[src/rtl/frame_sync_detector.sv]
`default_nettype none
// ============================================================================
// Module   : frame_sync_detector
// Brief    : Hunt/confirm/locked frame aligner with flywheel; forwards payload.
// Revision : 1.0 - initial release
// ============================================================================
module frame_sync_detector #(
    parameter int               WIDTH       = 5,
    parameter logic [WIDTH-1:0] SYNC_WORD   = 5'b10110,
    parameter int               PAYLOAD_LEN = 4,
    parameter int               LOCK_COUNT  = 2,
    parameter int               MISS_LIMIT  = 2
) (
    input  logic             clk,
    input  logic             reset_n,
    input  logic             word_valid,
    input  logic [WIDTH-1:0] word_in,
    output logic             payload_valid,
    output logic [WIDTH-1:0] payload_data,
    output logic             payload_last,
    output logic             locked,
    output logic             sync_err,
    output logic [7:0]       frame_count
);

    localparam int CNT_W  = $clog2(PAYLOAD_LEN + 1);
    localparam int GOOD_W = $clog2(LOCK_COUNT + 1);
    localparam int MISS_W = $clog2(MISS_LIMIT + 1);

    localparam logic [CNT_W-1:0]  c_SYNC_SLOT = CNT_W'(PAYLOAD_LEN);
    localparam logic [CNT_W-1:0]  c_LAST_PAY  = CNT_W'(PAYLOAD_LEN - 1);
    localparam logic [GOOD_W-1:0] c_GOOD_LAST = GOOD_W'(LOCK_COUNT - 1);
    localparam logic [MISS_W-1:0] c_MISS_LAST = MISS_W'(MISS_LIMIT - 1);

    typedef enum logic [1:0] {
        S_HUNT    = 2'd0,
        S_CONFIRM = 2'd1,
        S_LOCKED  = 2'd2
    } state_t;

    state_t             r_state;
    logic [CNT_W-1:0]   r_word_cnt;
    logic [GOOD_W-1:0]  r_good_cnt;
    logic [MISS_W-1:0]  r_miss_cnt;

    logic w_is_sync;
    logic w_sync_slot;

    assign w_is_sync   = (word_in == SYNC_WORD);
    assign w_sync_slot = (r_word_cnt == c_SYNC_SLOT);

    always_ff @(posedge clk or negedge reset_n) begin
        if (!reset_n) begin
            r_state       <= S_HUNT;
            r_word_cnt    <= '0;
            r_good_cnt    <= '0;
            r_miss_cnt    <= '0;
            payload_valid <= 1'b0;
            payload_data  <= '0;
            payload_last  <= 1'b0;
            locked        <= 1'b0;
            sync_err      <= 1'b0;
            frame_count   <= 8'd0;
        end else begin
            payload_valid <= 1'b0;
            payload_last  <= 1'b0;
            sync_err      <= 1'b0;
            if (word_valid) begin
                case (r_state)
                    S_HUNT: begin
                        if (w_is_sync) begin
                            r_good_cnt <= GOOD_W'(1);
                            r_word_cnt <= '0;
                            r_miss_cnt <= '0;
                            if (LOCK_COUNT == 1) begin
                                r_state <= S_LOCKED;
                                locked  <= 1'b1;
                            end else begin
                                r_state <= S_CONFIRM;
                            end
                        end
                    end
                    S_CONFIRM: begin
                        if (!w_sync_slot) begin
                            r_word_cnt <= r_word_cnt + CNT_W'(1);
                        end else begin
                            r_word_cnt <= '0;
                            if (w_is_sync) begin
                                r_good_cnt <= r_good_cnt + GOOD_W'(1);
                                if (r_good_cnt == c_GOOD_LAST) begin
                                    r_state    <= S_LOCKED;
                                    locked     <= 1'b1;
                                    r_miss_cnt <= '0;
                                end
                            end else begin
                                // The failing word is consumed, not re-tried as a new sync.
                                r_state    <= S_HUNT;
                                r_good_cnt <= '0;
                            end
                        end
                    end
                    S_LOCKED: begin
                        if (!w_sync_slot) begin
                            r_word_cnt    <= r_word_cnt + CNT_W'(1);
                            payload_valid <= 1'b1;
                            payload_data  <= word_in;
                            payload_last  <= (r_word_cnt == c_LAST_PAY);
                        end else begin
                            r_word_cnt <= '0;
                            if (w_is_sync) begin
                                r_miss_cnt  <= '0;
                                frame_count <= frame_count + 8'd1;
                            end else begin
                                sync_err <= 1'b1;
                                if (r_miss_cnt == c_MISS_LAST) begin
                                    r_state    <= S_HUNT;
                                    locked     <= 1'b0;
                                    r_good_cnt <= '0;
                                    r_miss_cnt <= '0;
                                end else begin
                                    r_miss_cnt <= r_miss_cnt + MISS_W'(1);
                                end
                            end
                        end
                    end
                    default: r_state <= S_HUNT;
                endcase
            end
        end
    end

endmodule
`default_nettype wire
[config.mk]
export PLATFORM = sky130hd
export DESIGN_NAME = frame_sync_detector
export DESIGN_NICKNAME = d
export VERILOG_FILES = /design/src/rtl/frame_sync_detector.sv
export SDC_FILE = /design/constraint.sdc
export NUM_CORES = 1
export LEC_CHECK = 0
export CORE_ASPECT_RATIO = 2
export CORE_UTILIZATION = 49
export CTS_BUF_LIST = sky130_fd_sc_hd__clkbuf_2 sky130_fd_sc_hd__clkbuf_4 sky130_fd_sc_hd__clkbuf_8
export CTS_CLUSTER_DIAMETER = 40
export DETAILED_ROUTE_END_ITERATION = 12
export PLACE_DENSITY = 0.86
export SETUP_SLACK_MARGIN = 0.2
export SLEW_MARGIN = 30
export SYNTH_ARGS = -nofsm -noshare
export SYNTH_HDL_FRONTEND = slang
export SYNTH_SLANG_ARGS = --single-unit
[constraint.sdc]
create_clock -name clk -period 2 [get_ports clk]
set_input_delay 0.4 -clock clk [delete_from_list [all_inputs] [get_ports clk]]
set_output_delay 0.4 -clock clk [all_outputs]
set_load 0.02 [all_outputs]
; After elaboration in Yosys (flattened, before gate mapping)
; Index checks and enable logic that the tools add are counted.
[word_totals]
reg_bits = 26
input_bits = 8
out_inout_bits = 17
wordCells = 81
[op_classes]
n_addsub = 4
n_eq_ne = 15
mux = 39
n_bitwise = 1
n_reduce_logical = 12
[ops]
columns = op, count
row1 = $mux 2, 16
row2 = $reduce_and 7->1, 3
row3 = $pmux 2 s3, 3
row4 = $mux 1, 16
row5 = $ne 2x2->1 const B, 7
row6 = $add 8x1->8 const B, 1
row7 = $reduce_and 8->1, 1
row8 = $eq 2x1->1 const B, 3
row9 = $mux 3, 2
row10 = $pmux 3 s2, 1
row11 = $reduce_and 3->1, 2
row12 = $eq 5x5->1 const B, 1
row13 = $add 2x1->2 const B, 2
row14 = $reduce_and 4->1, 1
row15 = $reduce_bool 2->1, 2
row16 = $add 3x1->3 const B, 1
row17 = $eq 3x2->1 const B, 1
row18 = $eq 3x3->1 const B, 1
row19 = $ne 3x3->1 const B, 1
row20 = $reduce_bool 3->1, 1
row21 = $eq 2x2->1 const B, 1
row22 = $logic_not 2->1, 1
row23 = $pmux 1 s2, 1
row24 = $reduce_or 2->1, 1
row25 = $not 1->1, 1

; Longest topological paths before layout
; Gate-level depths: netlist (run 1).
[depth]
ltp_word = 5
depth_mapped = 8
depth_no_buf = 6

; Least setup slack after synthesis (run 1)
; No wires, ideal clock.
[synth_path]
path_kind = reg-to-reg
from = reg r_state[0]
to = reg frame_count[1]
setup_ns = 0.125
t_arrival_ns = 1.585
t_required_ns = 1.875
path_slack_ns = 0.290
stages_incl_launch_ff = 7
path_buffers = 1
synth_period_minus_slack_ns = 1.710
path_cell_list = dfrtp_1 > inv_1 > ha_1 > buf_2 > nand4_1 > nor3_4 > mux2_2
[synth_between]
elab_chain_cells = 2
[synth_lines]
columns = item, line
row1 = from (decl), 41  ; state_t r_state;
row2 = from (signal assigned), 54  ; r_state <= S_HUNT;
row3 = from (signal assigned), 76  ; r_state <= S_LOCKED;
row4 = from (signal assigned), 79  ; r_state <= S_CONFIRM;
row5 = $eq 2x2->1, 69  ; case (r_state)
row6 = $reduce_and 4->1 (no line), --
row7 = to (signal assigned), 112  ; frame_count <= frame_count + 8'd1;
row8 = to (decl), 23  ; output logic [7:0] frame_count
; Every way passes these cells.
; A chain may end at the register's enable or synchronous reset.

; Final worst setup path (run 1)
[layout_path]
from = in word_in[0]
to = reg r_miss_cnt[1]
[layout_between]
elab_chain_cells = 4
word_cells_on_any_way = 7
classes_between = eq/ne: 3 / mux: 3 / reduce/logical: 1
[layout_lines]
columns = item, line
row1 = from (decl), 17  ; input logic [WIDTH-1:0] word_in,
row2 = $eq 5x5->1 *, 49  ; assign w_is_sync = (word_in == SYNC_WORD);
row3 = $mux 2, 110  ; if (w_is_sync) begin
row4 = $mux 2, 103  ; if (!w_sync_slot) begin
row5 = $pmux 2 s3, 69
row6 = to (signal assigned), 121  ; r_miss_cnt <= r_miss_cnt + MISS_W'(1);
row7 = to (decl), 44  ; logic [MISS_W-1:0] r_miss_cnt;
; Every way passes the cells marked *; elsewhere a longest branch is shown, timed or not. The select of a mux whose other input is x is not followed.

==> flow_summary.ini, run 1 <==
[synth]
synth.largest_area_cell = dfrtp_1
synth_cell_types = 39
async_flop_share = 1.00
synth_ff_type = dfrtp_1
synth.most_common_cell = dfrtp_1
syn_inst = 124
synth_edf_count = 0
synth_area_leaders = dfrtp_1 (48%), ha_1 (8.2%), mux2_2 (4.9%)
postSynthAreaPerCell_sq_um = 11.0
yosysSeqAreaShare = 0.475
netlist_top_cells_count = dfrtp_1 (26), inv_1 (12), ha_1 (9), nand2_1 (9)
yosys_warnings = 0
syn-num-nets = 141
synth_top_area_frac = 0.475
synthesis.area_sq_mm = 0.00137
ys_ff_latch = 26

[critical_path]
cpPeakStageDelay_ns = 0.47
crit_path_end_kind = flop
cp_num_cells = 6
cp_num_buf_inv = 2
worstSetupStartpoint = word_in[0]
crit_end = r_miss_cnt[1]$_DFFE_PN0P_
worstRegToRegCells = 7
reg2reg_setup_slack_ns = 0.30
arrival_ns = 1.91
crit_required_ns = 2.17
crit_family = buffers and inverters
critPathLaunchType = input pin
path_class = in -> reg
r2r_end = frame_count[5]$_DFFE_PN0P_
cp_cell_sequence = clkdlybuf4s50_1 -> or3b_4 -> o21ai_1 -> buf_4 -> nor2_1 -> o31a_1
cp_slowest_cell = or3b_4
path_max_fanout = 7
r2r-start = r_state[0]$_DFFE_PN0P_

[floorplan]
start_util = 0.526
die_w_um = 39.4
ios = 25
die_area_sq_mm = 0.00302
rows = 26
core_area_sq_mm = 0.00260
die_h_um = 76.7

[grt]
grt_start_max_net_pins = 27
top_usage_layer = met2
grt_pass1_vias = 1119
grt_pass1_wl_um = 4820
use_met2 = 0.405
antenna_found_initial = 0
met3_usage = 0.0491
overflow = 0
gr-usage-met1 = 0.223
grt_usage = 0.235

[drt]
ant_nets = 0
vias_per_cell = 5.74
drt_iter0_markers = 19
postRouteWirelength_um = 3000
wire_per_inst_um = 15.9
vias = 1085
route.detailed.drc = 0
dr.pass1.iters = 4

[timing]
rsz0062_at_grt = false
finalClockSkew_ns = 0.00379
hold_viol = 0
slew_headroom = 0.745
clock.fmax_ghz = 0.574
report.final.slew_viol_count = 0
fin_crit_ns = 1.74
setup_viol = 0
worst_slew_pin_slew_ns = 0.381
finalCritPeriodShare = 0.871

[placement]
dp.cells = 182
io_buffers = 24
hpwl_um = 2170
placed_area_sq_mm = 0.00169
place_congestion = 0.960

[power]
power_frac_comb = 0.441
p_int_uw = 1230
pwr-share-seq = 0.382
p_per_area_mw_per_mm2 = 1050
p_leak_uw = 0.000857
totalPowerFinal_uw = 1930
ir_drop_uv = 719
power_switching_uw = 706
clkPwrFrac = 0.177
netSwitchingFraction = 0.365

[cells_and_area]
fillCellCount = 199
antennaDiodeCount = 0
post-route-cell-area_sq_mm = 0.00184
area_growth_pct = 34.3
drive_gt1_frac = 0.217
stdcell_count = 189
nets = 179

[cts]
cts-htree-levels = 1
cts_made_buffers = 3
cts.clk_slew.worst_paths_ns = 0.09
cts_sinks = 26
tritoncts = built
holdBufCountCts = 0
root_buffer = clkbuf_8
insertion_delay_ns = 0.28
clock_path_buffers = 2

[min_path]
hold_depth = 2
holdCritStartpoint = word_in[1]
hp-class = in -> reg

[run_status]
status = complete, no violations

[job]
maxCapViolCount = 0
area by class of cell:
class                   count  area (sq um)  area share
inverters                  12          45.0      0.0245
flip-flops and latches     26           651       0.354
well taps                  28          35.0      0.0191
repair buffers             36           338       0.184
clock buffers               4          55.1      0.0300
multi-input cells          83           714       0.389
metrics by stage:
stage	setup slack (ns)	hold slack [ns]	util	setup TNS (ns)
after floorplan	0.290	0.104	-	0
after global placement	-0.153	0.462	0.650	-1.84
after detailed placement	-0.181	0.482	0.650	-2.52
after CTS	0.181	0.493	0.680	0
after global routing	0.198	0.438	0.706	0
final	0.259	0.426	0.706	0
per-layer routing:
metal  part of all wire  wire, um
met3              0.036       108
met5                  0         0
met2               0.56      1690
met4              0.042       127
met1               0.36      1070
cells by family after synthesis:
family,Yosys count,synth area share
fa+ha+maj,9,0.0823
buf+inv,15,0.0475
compound gates,23,0.125
xor+xnor,7,0.0448
simple gates,37,0.168
flops,26,0.475
mux,7,0.0567
worst min path at each step:
| stage | endpoint | slack, ns |
|---|---|---|
| 2_1_floorplan | frame_count[0]$_DFFE_PN0P_ | 0.10 |
| 3_3_place_gp | frame_count[7]$_DFFE_PN0P_ | 0.46 |
| 3_5_place_dp | frame_count[7]$_DFFE_PN0P_ | 0.48 |
| 4_1_cts | frame_count[5]$_DFFE_PN0P_ | 0.49 |
| 5_1_grt | payload_data[1]$_DFFE_PN0P_ | 0.44 |
| 6_report | payload_data[1]$_DFFE_PN0P_ | 0.43 |
sequential cells by signal, indices dropped and copies added, names as in the netlist:
name / cells
r_word_cnt: 3
r_good_cnt: 2
r_state: 2
r_miss_cnt: 2
payload_data: 5
payload_valid: 1
payload_last: 1
frame_count: 8
locked: 1
sync_err: 1
repair_timing:
action                     4_1_cts  5_1_grt
setup endpoints to repair       17       15
buffers inserted                 2        1
resized for setup                3       14
pin swaps                        3        3
cells in the final DEF (no fill, tap or decap), drive strengths merged:
master,instances
a31o,1
a2bb2oi,2
dlymetal6s2s,3
nand4,5
and4,1
ha,9
a22oi,1
o311ai,1
clkbuf,4
a31oi,1
a41oi,1
o31ai,1
o41ai,1
a32o,1
nand2,9
buf,12
nand3,6
or3b,1
nand4b,1
nand2b,1
o31a,2
mux2i,1
nor2,4
nor3,1
nor4,1
mux2,6
xnor2,6
and2,3
a22o,1
a21oi,2
clkdlybuf4s50,21
dfrtp,26
o21ai,6
o2bb2ai,2
nand3b,2
nor3b,1
xor2,1
inv,12
and3b,1
power groups by stage:
stage          registers (uW)  clock network, uW  logic (uW)
4_1_cts                   738                354         794
5_1_grt                   751                371         924
3_3_place_gp              737                  0         740
3_5_place_dp              746                  0         767
2_1_floorplan             813                  0         401
6_report                  738                343         852
(Power assumes the default switching activity.)
==> run 2, diff against run 1 <==
--- a/config.mk
+++ b/config.mk
@@ -5,12 +5,12 @@
 export SDC_FILE = /design/constraint.sdc
 export NUM_CORES = 1
 export LEC_CHECK = 0
-export CORE_ASPECT_RATIO = 2
-export CORE_UTILIZATION = 49
+export CORE_UTILIZATION = 54
 export CTS_BUF_LIST = sky130_fd_sc_hd__clkbuf_2 sky130_fd_sc_hd__clkbuf_4 sky130_fd_sc_hd__clkbuf_8
 export CTS_CLUSTER_DIAMETER = 40
 export DETAILED_ROUTE_END_ITERATION = 12
-export PLACE_DENSITY = 0.86
+export HOLD_SLACK_MARGIN = 0.06
+export PLACE_DENSITY = 0.82
 export SETUP_SLACK_MARGIN = 0.2
 export SLEW_MARGIN = 30
 export SYNTH_ARGS = -nofsm -noshare
==> flow_summary.ini, run 2 (synthesis gave the netlist of run 1 again) <==
[placement]
hpwl_um = 2130
dp_slack_ns = -0.222
place_congestion = 0.885
io_buffers = 24

[timing]
worst_slack_ns = 0.222
setup_viol = 0
finalCritPeriodShare = 0.889
report.final.slew_viol_count = 0
worst_slew_pin_slew_ns = 0.326
slew_headroom = 0.780
fin_crit_ns = 1.78
finalClockSkew_ns = 0.00261
rsz0062_at_grt = true
clock.fmax_ghz = 0.562
hold_viol = 0

[cells_and_area]
area_growth_pct = 33.3
register_area_sq_um = 651
drive_gt1_frac = 0.213
multi_input_area_sq_um = 691
fillCellCount = 144
largest_reg_flops = 8
largest-register = frame_count
final_common_cell = dfrtp_1
top_regs = frame_count: 8 flops, payload_data: 5 flops, r_word_cnt: 3 flops
final_cell_mix = dfrtp_1 (26), clkdlybuf4s50_1 (17), buf_4 (15)
nets = 182
antennaDiodeCount = 0

[power]
totalPowerFinal_uw = 1890
ir_drop_uv = 756
p_per_area_mw_per_mm2 = 1030
p_leak_uw = 0.000942

[drt]
wire_per_inst_um = 16.6
route.detailed.drc = 0
drt_iter0_markers = 38
vias = 1120
postRouteWirelength_um = 3180
vias_per_cell = 5.83
dr.pass1.iters = 4
ant_nets = 0

[cts]
root_buffer = clkbuf_4
cts.clk_slew.worst_paths_ns = 0.14
cts_made_buffers = 3
holdBufCountCts = 0
tritoncts = built
cts_sinks = 26
insertion_delay_ns = 0.32
cts-htree-levels = 1
clock_path_buffers = 2

[job]
maxCapViolCount = 0

[grt]
grt_pass1_wl_um = 5000
grt_start_max_net_pins = 27
grt_usage = 0.255
overflow = 0
antenna_found_initial = 0
grt_pass1_vias = 1094

[run_status]
status = complete, no violations

[floorplan]
start_util = 0.596
core_area_sq_mm = 0.00230
die_h_um = 52.3
die_w_um = 52.3
rows = 17
ios = 25
die_area_sq_mm = 0.00274

[critical_path]
cpPeakStageDelay_ns = 0.49
path_max_fanout = 7
reg2reg_setup_slack_ns = 0.23
path_class = in -> reg
cp_cell_sequence = clkdlybuf4s50_1 -> or3b_4 -> nor3_4 -> mux2_2
crit_required_ns = 2.22
critPathLaunchType = input pin
arrival_ns = 2.00
crit_path_end_kind = flop
cp_slowest_cell = clkdlybuf4s50_1

[min_path]
hp-class = in -> async
==> run 2: changes by cell type in the layout (fill, tap and decap cells not counted), sizes merged <==
cell | previous run | this run
buf | 12 | 15
clkdlybuf4s50 | 21 | 17
dlygate4sd2 | 0 | 1
dlymetal6s2s | 3 | 6
==> run 2: area by class of cell <==
class / count / area share
repair buffers: 39 / 0.201
multi-input cells: 83 / 0.379
inverters: 12 / 0.0247
well taps: 28 / 0.0192
flip-flops and latches: 26 / 0.357
clock buffers: 4 / 0.0199
==> run 2: repair_timing <==
action	in CTS	in global routing
hold endpoints to repair	0	0
pin swaps	2	3
gates resized for setup	4	11
buffers inserted	2	2
endpoints found under the setup margin	12	15
==> run 2: path summary, 6_finish.rpt <==
path | startpoint | end | cells after the start
min reg2reg | frame_count[7]$_DFFE_PN0P_ | frame_count[7]$_DFFE_PN0P_ | 1
max reg2reg | r_state[0]$_DFFE_PN0P_ | frame_count[1]$_DFFE_PN0P_ | 6
min in group clk | frame_count[7]$_DFFE_PN0P_ | frame_count[7]$_DFFE_PN0P_ | 1
max in group asynchronous | reset_n | payload_last$_DFF_PN0_ | 2
max | word_in[1] | frame_count[1]$_DFFE_PN0P_ | 4
min | reset_n | frame_count[3]$_DFFE_PN0P_ | 2
==> run 2: through the flow <==
step	cells	utilization	hold slack, ns	cell area, sq um	setup TNS, ns
floorplan	124	-	0.104	1370	0
detailed placement	184	0.743	0.462	1710	-2.64
global placement	184	0.743	0.460	1710	-1.91
global route	192	0.794	0.442	1820	0
finish	192	0.794	0.444	1820	0
CTS	190	0.770	0.450	1770	0
==> run 2: critical path: cells and delay by family <==
kind | cells | cell delay, ns
muxes | 1 | 0.37
buffers and inverters | 1 | 0.49
and+or+nand+nor | 2 | 0.73
==> run 2: metal layers <==
metal | up-vias | wire, um | GRT usage
met1 | 540 | 1290 | 0.306
met2 | 47 | 1640 | 0.447
met4 | 0 | 56 | 0.0833
met5 | - | 0 | 0
li1 | 527 | - | -
met3 | 6 | 197 | 0.0551
==> run 2: power breakdown <==
| group | leakage, uW | internal, uW | switching, uW | total (uW) |
|---|---|---|---|---|
| sequential | 0.000340 | 649 | 91.5 | 741 |
| combinational | 0.000581 | 417 | 461 | 877 |
| clock | 0.0000210 | 111 | 159 | 270 |
